==> config.mk <==
export PLATFORM = sky130hd
export DESIGN_NAME = program_loader_flat
export DESIGN_NICKNAME = d
export VERILOG_FILES = /design/src/rtl/program_pkg.sv /design/src/rtl/program_loader_if.sv /design/src/rtl/program_loader_byte_assembler.sv /design/src/rtl/program_loader.sv /design/src/flat_wrapper.sv
export SDC_FILE = /design/constraint.sdc
export NUM_CORES = 1
export LEC_CHECK = 0
export CAP_MARGIN = 20
export CELL_PAD_IN_SITES_DETAIL_PLACEMENT = 0
export CELL_PAD_IN_SITES_GLOBAL_PLACEMENT = 2
export CORE_MARGIN = 2
export CORE_UTILIZATION = 35
export CTS_BUF_LIST = sky130_fd_sc_hd__clkbuf_8
export DETAILED_ROUTE_END_ITERATION = 8
export PLACE_DENSITY_LB_ADDON = 0.05
export RECOVER_POWER = 100
export SYNTH_ARGS = -nofsm -noshare
export SYNTH_HDL_FRONTEND = slang
export SYNTH_SLANG_ARGS = --single-unit
==> constraint.sdc <==
create_clock -name clock -period 3.28 [get_ports clock]
set_input_delay 0.984 -clock clock [delete_from_list [all_inputs] [get_ports clock]]
set_output_delay 0.984 -clock clock [all_outputs]
set_load 0.02 [all_outputs]
==> src/rtl/program_pkg.sv <==
// Shared types and default sizing for the program loader.
package program_pkg;

    localparam int DEF_ADDR_W    = 11;
    localparam int DEF_DATA_W    = 16;
    localparam int DEF_MAX_WORDS = 512;

    typedef enum logic [3:0] {
        IDLE,
        LEN_HI,
        LEN_LO,
        DAT_HI,
        DAT_LO,
        WRITE,
        CK_HI,
        CK_LO,
        DONE,
        ERROR
    } state_t;

    function automatic logic is_rx_state(state_t s);
        return s inside {LEN_HI, LEN_LO, DAT_HI, DAT_LO, CK_HI, CK_LO};
    endfunction

    function automatic logic is_busy_state(state_t s);
        return !(s inside {IDLE, DONE, ERROR});
    endfunction

endpackage

==> src/rtl/program_loader_if.sv <==
// Byte stream in / memory write port out of the program loader.
interface program_loader_if import program_pkg::*; #(
    parameter int ADDR_W = DEF_ADDR_W,
    parameter int DATA_W = DEF_DATA_W
) ();

    logic [7:0]        rx_data;
    logic              rx_valid;
    logic              rx_ready;
    logic [ADDR_W-1:0] mem_addr;
    logic [DATA_W-1:0] mem_wdata;
    logic              mem_we;

    modport master (
        output rx_data, rx_valid,
        input  rx_ready, mem_addr, mem_wdata, mem_we
    );

    modport slave (
        input  rx_data, rx_valid,
        output rx_ready, mem_addr, mem_wdata, mem_we
    );

endinterface

==> src/rtl/program_loader_byte_assembler.sv <==
// Packs a high byte and a following low byte into one word; word_valid pulses
// the cycle after the low byte is taken.
module byte_assembler import program_pkg::*; #(
    parameter int DATA_W = DEF_DATA_W
) (
    input  logic              clock,
    input  logic              reset_n,
    input  logic              hi_en,
    input  logic              lo_en,
    input  logic [7:0]        byte_in,
    output logic [DATA_W-1:0] word_next,
    output logic [DATA_W-1:0] word,
    output logic              word_valid
);

    logic [7:0]        hi_q, hi_d;
    logic [DATA_W-1:0] word_q, word_d;
    logic              valid_q, valid_d;

    always_comb begin
        word_next = DATA_W'({hi_q, byte_in});
        hi_d      = hi_q;
        word_d    = word_q;
        valid_d   = lo_en;
        if (hi_en) hi_d = byte_in;
        if (lo_en) word_d = word_next;
    end

    always_ff @(posedge clock or negedge reset_n) begin
        if (!reset_n) begin
            hi_q    <= '0;
            word_q  <= '0;
            valid_q <= 1'b0;
        end else begin
            hi_q    <= hi_d;
            word_q  <= word_d;
            valid_q <= valid_d;
        end
    end

    assign word       = word_q;
    assign word_valid = valid_q;

endmodule

==> src/rtl/program_loader.sv <==
// Loads a length-prefixed word stream from a byte channel into program memory.
// Optional feature: LOADER_CHECKSUM_EN adds a trailing checksum word check.
module program_loader import program_pkg::*; #(
    parameter int ADDR_W    = DEF_ADDR_W,
    parameter int DATA_W    = DEF_DATA_W,
    parameter int MAX_WORDS = DEF_MAX_WORDS
) (
    input  logic              clock,
    input  logic              reset_n,
    input  logic              start,
    input  logic              abort,
    program_loader_if.slave   bus,
    output logic              busy,
    output logic              done,
    output logic              error,
    output logic [ADDR_W:0]   word_count
);

    state_t              state_q, state_d;
    logic [ADDR_W:0]     word_count_q, word_count_d;
    logic [DATA_W-1:0]   len_q, len_d;
`ifdef LOADER_CHECKSUM_EN
    logic [DATA_W-1:0]   sum_q, sum_d;
`endif

    logic                accept;
    logic                hi_en;
    logic                lo_en;
    logic                write_fire;
    logic [DATA_W-1:0]   asm_next;
    logic [DATA_W-1:0]   asm_word;
    logic                asm_valid;

    assign accept = bus.rx_valid && is_rx_state(state_q);
    assign hi_en  = accept && (state_q inside {LEN_HI, DAT_HI, CK_HI});
    assign lo_en  = accept && (state_q inside {LEN_LO, DAT_LO, CK_LO});

    byte_assembler #(
        .DATA_W (DATA_W)
    ) u_asm (
        .clock      (clock),
        .reset_n    (reset_n),
        .hi_en      (hi_en),
        .lo_en      (lo_en),
        .byte_in    (bus.rx_data),
        .word_next  (asm_next),
        .word       (asm_word),
        .word_valid (asm_valid)
    );

    // Abort suppresses the strobe even in the WRITE cycle itself.
    assign write_fire    = (state_q == WRITE) && asm_valid && !abort;
    assign bus.mem_we    = write_fire;
    assign bus.mem_addr  = write_fire ? word_count_q[ADDR_W-1:0] : '0;
    assign bus.mem_wdata = write_fire ? asm_word : '0;
    assign bus.rx_ready  = is_rx_state(state_q);
    assign busy          = is_busy_state(state_q);
    assign done          = (state_q == DONE);
    assign error         = (state_q == ERROR);
    assign word_count    = word_count_q;

    always_comb begin
        state_d      = state_q;
        word_count_d = word_count_q;
        len_d        = len_q;
`ifdef LOADER_CHECKSUM_EN
        sum_d        = sum_q;
`endif
        case (state_q)
            IDLE, DONE, ERROR: begin
                if (start) begin
                    state_d      = LEN_HI;
                    word_count_d = '0;
`ifdef LOADER_CHECKSUM_EN
                    sum_d        = '0;
`endif
                end
            end
            LEN_HI: if (accept) state_d = LEN_LO;
            LEN_LO: begin
                if (accept) begin
                    len_d = asm_next;
                    if (asm_next == '0 || 32'(asm_next) > 32'(MAX_WORDS))
                        state_d = ERROR;
                    else
                        state_d = DAT_HI;
                end
            end
            DAT_HI: if (accept) state_d = DAT_LO;
            DAT_LO: if (accept) state_d = WRITE;
            WRITE: begin
                word_count_d = word_count_q + (ADDR_W+1)'(1);
`ifdef LOADER_CHECKSUM_EN
                sum_d        = sum_q + asm_word;
`endif
                if (32'(word_count_q) + 32'd1 < 32'(len_q))
                    state_d = DAT_HI;
                else
`ifdef LOADER_CHECKSUM_EN
                    state_d = CK_HI;
`else
                    state_d = DONE;
`endif
            end
`ifdef LOADER_CHECKSUM_EN
            CK_HI: if (accept) state_d = CK_LO;
            CK_LO: begin
                if (accept) state_d = (asm_next == sum_q) ? DONE : ERROR;
            end
`endif
            default: state_d = IDLE;
        endcase

        // Abort discards any same-cycle progress, including the count/sum update.
        if (abort && is_busy_state(state_q)) begin
            state_d      = IDLE;
            word_count_d = word_count_q;
            len_d        = len_q;
`ifdef LOADER_CHECKSUM_EN
            sum_d        = sum_q;
`endif
        end
    end

    always_ff @(posedge clock or negedge reset_n) begin
        if (!reset_n) begin
            state_q      <= IDLE;
            word_count_q <= '0;
            len_q        <= '0;
`ifdef LOADER_CHECKSUM_EN
            sum_q        <= '0;
`endif
        end else begin
            state_q      <= state_d;
            word_count_q <= word_count_d;
            len_q        <= len_d;
`ifdef LOADER_CHECKSUM_EN
            sum_q        <= sum_d;
`endif
        end
    end

endmodule

==> src/flat_wrapper.sv <==
// flat-port wrapper written by rule: the top's interface ports become plain ports
module program_loader_flat import program_pkg::*;
#(
    parameter int ADDR_W    = DEF_ADDR_W,
    parameter int DATA_W    = DEF_DATA_W,
    parameter int MAX_WORDS = DEF_MAX_WORDS
)
  (clock, reset_n, start, abort, busy, done, error, word_count, bus_rx_data, bus_rx_valid, bus_rx_ready, bus_mem_addr, bus_mem_wdata, bus_mem_we);
  program_loader_if #(.ADDR_W(ADDR_W), .DATA_W(DATA_W)) bus_i ();
  input  logic clock;
  input  logic reset_n;
  input  logic start;
  input  logic abort;
  output logic busy;
  output logic done;
  output logic error;
  output logic [ADDR_W:0] word_count;
  input wire logic [$bits(bus_i.rx_data)-1:0] bus_rx_data;
  input wire logic [$bits(bus_i.rx_valid)-1:0] bus_rx_valid;
  output wire logic [$bits(bus_i.rx_ready)-1:0] bus_rx_ready;
  output wire logic [$bits(bus_i.mem_addr)-1:0] bus_mem_addr;
  output wire logic [$bits(bus_i.mem_wdata)-1:0] bus_mem_wdata;
  output wire logic [$bits(bus_i.mem_we)-1:0] bus_mem_we;
  assign bus_i.rx_data = bus_rx_data;
  assign bus_i.rx_valid = bus_rx_valid;
  assign bus_rx_ready = bus_i.rx_ready;
  assign bus_mem_addr = bus_i.mem_addr;
  assign bus_mem_wdata = bus_i.mem_wdata;
  assign bus_mem_we = bus_i.mem_we;
  program_loader #(.ADDR_W(ADDR_W), .DATA_W(DATA_W), .MAX_WORDS(MAX_WORDS)) u_core (.clock(clock), .reset_n(reset_n), .start(start), .abort(abort), .bus(bus_i), .busy(busy), .done(done), .error(error), .word_count(word_count));
endmodule
# Yosys cells after proc, flatten, opt, wreduce, memory -nomap -nowiden
# Cells that the tools add are included.
word_totals:
  register_bits: 57
  out_inout_bits: 44
classes:
  n_eq_ne: 15
  n_reduce_logical: 20
  n_lt_le_gt_ge: 2
  n_mux: 13
  addsub: 2
  n_bitwise: 1
ops:
  columns: ["operator", "n"]
  rows:
  - ["$lt A32 B16 Y1", 1]
  - ["$mux W4", 8]
  - ["$pmux W12 S2", 1]
  - ["$pmux W4 S6", 1]
  - ["$eq A4 B3 Y1 const B", 4]
  - ["$gt A16 B10 Y1 const B", 1]
  - ["$logic_not A16 Y1", 1]
  - ["$mux W16", 1]
  - ["$ne A3 B2 Y1 const B", 5]
  - ["$add A12 B1 Y13 const B", 1]
  - ["$add A12 B1 Y12 const B", 1]
  - ["$mux W12", 1]
  - ["$mux W11", 1]
  - ["$reduce_bool A3 Y1", 3]
  - ["$eq A4 B2 Y1 const B", 2]
  - ["$eq A4 B4 Y1 const B", 2]
  - ["$logic_and A1 B1 Y1", 6]
  - ["$reduce_and A3 Y1", 2]
  - ["$reduce_bool A6 Y1", 1]
  - ["$reduce_and A5 Y1", 1]
  - ["$eq A4 B1 Y1 const B", 1]
  - ["$logic_not A4 Y1", 1]
  - ["$reduce_or A3 Y1", 1]
  - ["$logic_not A1 Y1", 2]
  - ["4 further kinds", 4]

# Logic depth before layout (Yosys ltp)
logic_depth:
  depth_word: 6
  ltp_mapped: 10
  mapped_depth_nobuf: 10

# By module
# From an unflattened synthesis, not the netlist that was laid out.
unflattened:
  cells_unflattened: 314
  hier_area_um2: 3300.7
modules_own_cells:
  columns: ["mod", "seq_area_each_um2", "instances", "area_per_inst_um2", "cells_per_inst"]
  rows:
  - ["program_loader", 800.8, 1, 2270.9, 254]
  - ["byte_assembler", 625.6, 1, 1029.7, 60]

# Least setup slack after synthesis
# OpenSTA, ideal clock, no wires.
synth_timing:
  kind: "input to output"
  startpoint: "input abort"
  endpoint: "output bus_mem_addr[1]"
  arrival_ns: 2.294
  path_buffers: 3
  slack_ns: 0.002
  cell_stages: 6
  required_time_ns: 2.296
  path_cell_list: "clkbuf_1 nor2b_1 and4_1 clkbuf_1 clkbuf_1 and2_1"
synth_via:
  elab_chain_cells: 3
synth_lines:
  columns: ["element", "line_no", "text"]
  rows:
  - ["start: declaration", "flat_wrapper.sv:13", "input logic abort;"]
  - ["$logic_not A1 Y1", "program_loader.sv:52", "assign write_fire = (state_q == WRITE) && asm_valid && !abort;"]
  - ["$logic_and A1 B1 Y1", "program_loader.sv:52", null]
  - ["net bus_mem_we", "flat_wrapper.sv:23", "output wire logic [$bits(bus_i.mem_we)-1:0] bus_mem_we;"]
  - ["$mux W11", "program_loader.sv:54", "assign bus.mem_addr = write_fire ? word_count_q[ADDR_W-1:0] : '0;"]
  - ["end: declaration", "flat_wrapper.sv:21", "output wire logic [$bits(bus_i.mem_addr)-1:0] bus_mem_addr;"]
# The timed path passes the listed nets, and every way through them passes these cells.

# Worst setup path in the final report
layout_timing:
  startpoint: "input abort"
  endpoint: "output bus_mem_wdata[15]"
layout_via:
  elab_chain_cells: 3
layout_lines:
  columns: ["element", "line_no", "text"]
  rows:
  - ["$logic_not A1 Y1", "program_loader.sv:52", null]
  - ["$logic_and A1 B1 Y1", "program_loader.sv:52", null]
  - ["$mux W16", "program_loader.sv:55", "assign bus.mem_wdata = write_fire ? asm_word : '0;"]
  - ["end: declaration", "flat_wrapper.sv:22", "output wire logic [$bits(bus_i.mem_wdata)-1:0] bus_mem_wdata;"]
# No other way between the ends.

==> metrics.cfg <==
[sta]
fin_crit_sh_pct = 97.4
max-slew-margin-rel_pct = 0.0363
fin_crit_ns = 3.19
fmax_mhz = 313
setup_viol_count_final = 0
tightest_slew_ns = 1.50
finalWorstSetupSlack_ns = 0.0858
slew_viol_final = 0
rsz0062_at_grt = no
finalHoldViolCount = 0
skew_ns = 0.00582

[route]
drc = 0
avgViaCountPerCell = 5.00
drtPass1Iterations = 4
initialDrtViolationCount = 50
post_drt_wl_per_cell_um = 15.6
wl_um = 7270
met1_length_um = 3670
postRouteAntennaNets = 0
via_count = 2335
top_layer_used = met4
met3_length_um = 314
wl_met2_um = 3240

[global_route]
grt_antenna_before_repair = 0
grt_pass1_wl_um = 12600
overflow = 0
first_global_vias = 2356
grt_max_degree = 28
grtUsageTotal_pct = 16.2

[finish]
final_core_util_pct = 46.4
design_area_sq_mm = 0.00404
multi_input_area_sq_mm = 0.00154
regArea_sq_mm = 0.00143
drive_gt1_share_pct = 19.5
fill_cells = 849
final_common_cell = dfrtp_1
diodes = 0
nets = 380
syn_to_final_growth_pct = 27.9
mostFrequentLayoutCells = 57 x dfrtp_1, 31 x mux2_2, 27 x and2_1, 17 x dlygate4sd3_1, 16 x inv_1

[floorplanning]
die_w_um = 99.0
io_pins = 57
dieArea_sq_mm = 0.00981
core-area_sq_mm = 0.00872
placement_rows = 34
initial_core_util_pct = 36.3
die_h_um = 99.0

[flow_run]
maxCapViolations = 1

[status]
violations = capacitance limit
status = finished, violations left

[clock_network]
htree_levels = 3
clk_latency_ns = 0.33
path_clk_slew_ns = 0.06
cts_tree = built
cts_num_sinks = 57
clock-root-buffer = clkbuf_8
numCtsBuffers = 9
holdBufCountCts = 0
cts_buffer_depth = 2

[synthesis]
syn_avg_cell_area_sq_um = 11.1
yosysWarnings = 0
syn_area_sq_mm = 0.00316
syn_inst = 285
synth.distinct_cells = 48
async_flop_share_pct = 100
ys_seq_area_share_pct = 45.1
synth_nets = 311
ys.flop_type = dfrtp_1
synth-edff-count = 0
ys_ff_latch = 57

[power_and_ir_drop]
peakVddDrop_mv = 0.318
power.density_mw_per_mm2 = 710
leakagePower_nw = 1.90

[placement]
hpwl_um = 5100
numPortBuffers = 56
post-place-ws_ns = -0.418
gp_congestion = 0.801
placed_cell_area_sq_mm = 0.00387

[setup_path]
cp-end-kind = output port
critPathMaxFanout = 8
cp.required_ns = 2.30
start_kind = primary input
worst_ep_arrival_time_ns = 2.21
critical_path_class = primary input to output port

[hold_path]
hold_class = register to register

[stage by stage]
stage	setup TNS [ns]	power, mW	instances	hold slack, ns
6_report	0	2.87	467	0.495
2_1_floorplan	0	1.86	285	0.472
3_5_place_dp	-10.93	2.17	448	0.488
4_1_cts	0	2.99	467	0.504
3_3_place_gp	-10.23	2.15	448	0.483
5_1_grt	0	3.09	467	0.518
[path summary, 6_finish.rpt]
check	end	startpoint	slack, ns	cells past startpoint
max in group asynchronous	u_core.len_q[12]	reset_n	0.70	2
max	bus_mem_wdata[15]	abort	0.09	7
max reg2reg	u_core.state_q[3]	u_core.word_count[2]	0.36	10
min reg2reg	u_core.len_q[10]	u_core.len_q[10]	0.49	1
min	u_core.len_q[10]	u_core.len_q[10]	0.49	1
min in group asynchronous	u_core.word_count[4]	reset_n	1.01	1
[worst max-delay path, cell delays in order]
cell and delay, ns:
dlygate4sd2_1 0.24, nor2b_1 0.11, and4_4 0.25, buf_4 0.13, buf_6 0.12, and2_1 0.13, clkdlybuf4s15_2 0.25
[power by group]
group,switching (mW),internal (mW)
clock network,0.283,0.521
logic,0.449,0.459
registers,0.181,0.978
total,0.913,1.96
[metal layers]
metal	GRT usage [%]	vias up
met1	24.3	1113
met2	23.5	53
met5	0	-
li1	-	1165
met3	3.62	4
met4	4.11	0
[sequential cells by signal (all words and copies together), names as in the netlist]
name / count
u_core.len_q: 16
u_core.state_q: 4
u_core.u_asm.hi_q: 8
u_core.u_asm.word: 16
u_core.u_asm.word_valid: 1
u_core.word_count: 12
[repair_timing]
| action | 4_1_cts | 5_1_grt |
|---|---|---|
| gates resized for setup | 59 | 13 |
| endpoints found under the setup margin | 28 | 12 |
| cloned | 1 | 0 |
| setup buffers | 2 | 0 |
[cells by family after synthesis]
group / after synthesis / synth area share [%]
and+or+nand+nor: 89 / 16.5
DFF: 57 / 45.1
AOI/OAI and AO/OA: 44 / 10.1
muxes: 40 / 15.3
buffers and inverters: 30 / 4.55
adders and majority gates: 13 / 5.14
xor gates and xnor gates: 12 / 3.32
[Yosys cell counts, drive strengths merged, types with 3 or more instances]
cell type,instances,area [sq um]
a21oi,11,62.6
a22o,8,70.1
and2,28,175
and3,4,25.0
buf,7,52.5
clkbuf,7,26.3
dfrtp,57,1430
ha,13,163
inv,16,65.1
mux2,40,484
nand2,14,55.1
nand2b,4,25.0
nand3,6,30.0
nand4,3,18.8
nor2,7,26.3
nor3,8,45.0
o21ai,6,30.0
o31ai,3,22.5
xnor2,9,78.8
xor2,3,26.3
[area by class of cell]
type	instances	share of cell area (%)
clock buffers	10	3.40
clock inverters	6	2.63
inverters	16	1.61
multi-input cells	198	38.1
flip-flops and latches	57	35.3
well taps	108	3.34
repair buffers	72	15.7
No activity file was read; power rests on OpenSTA's default activity.
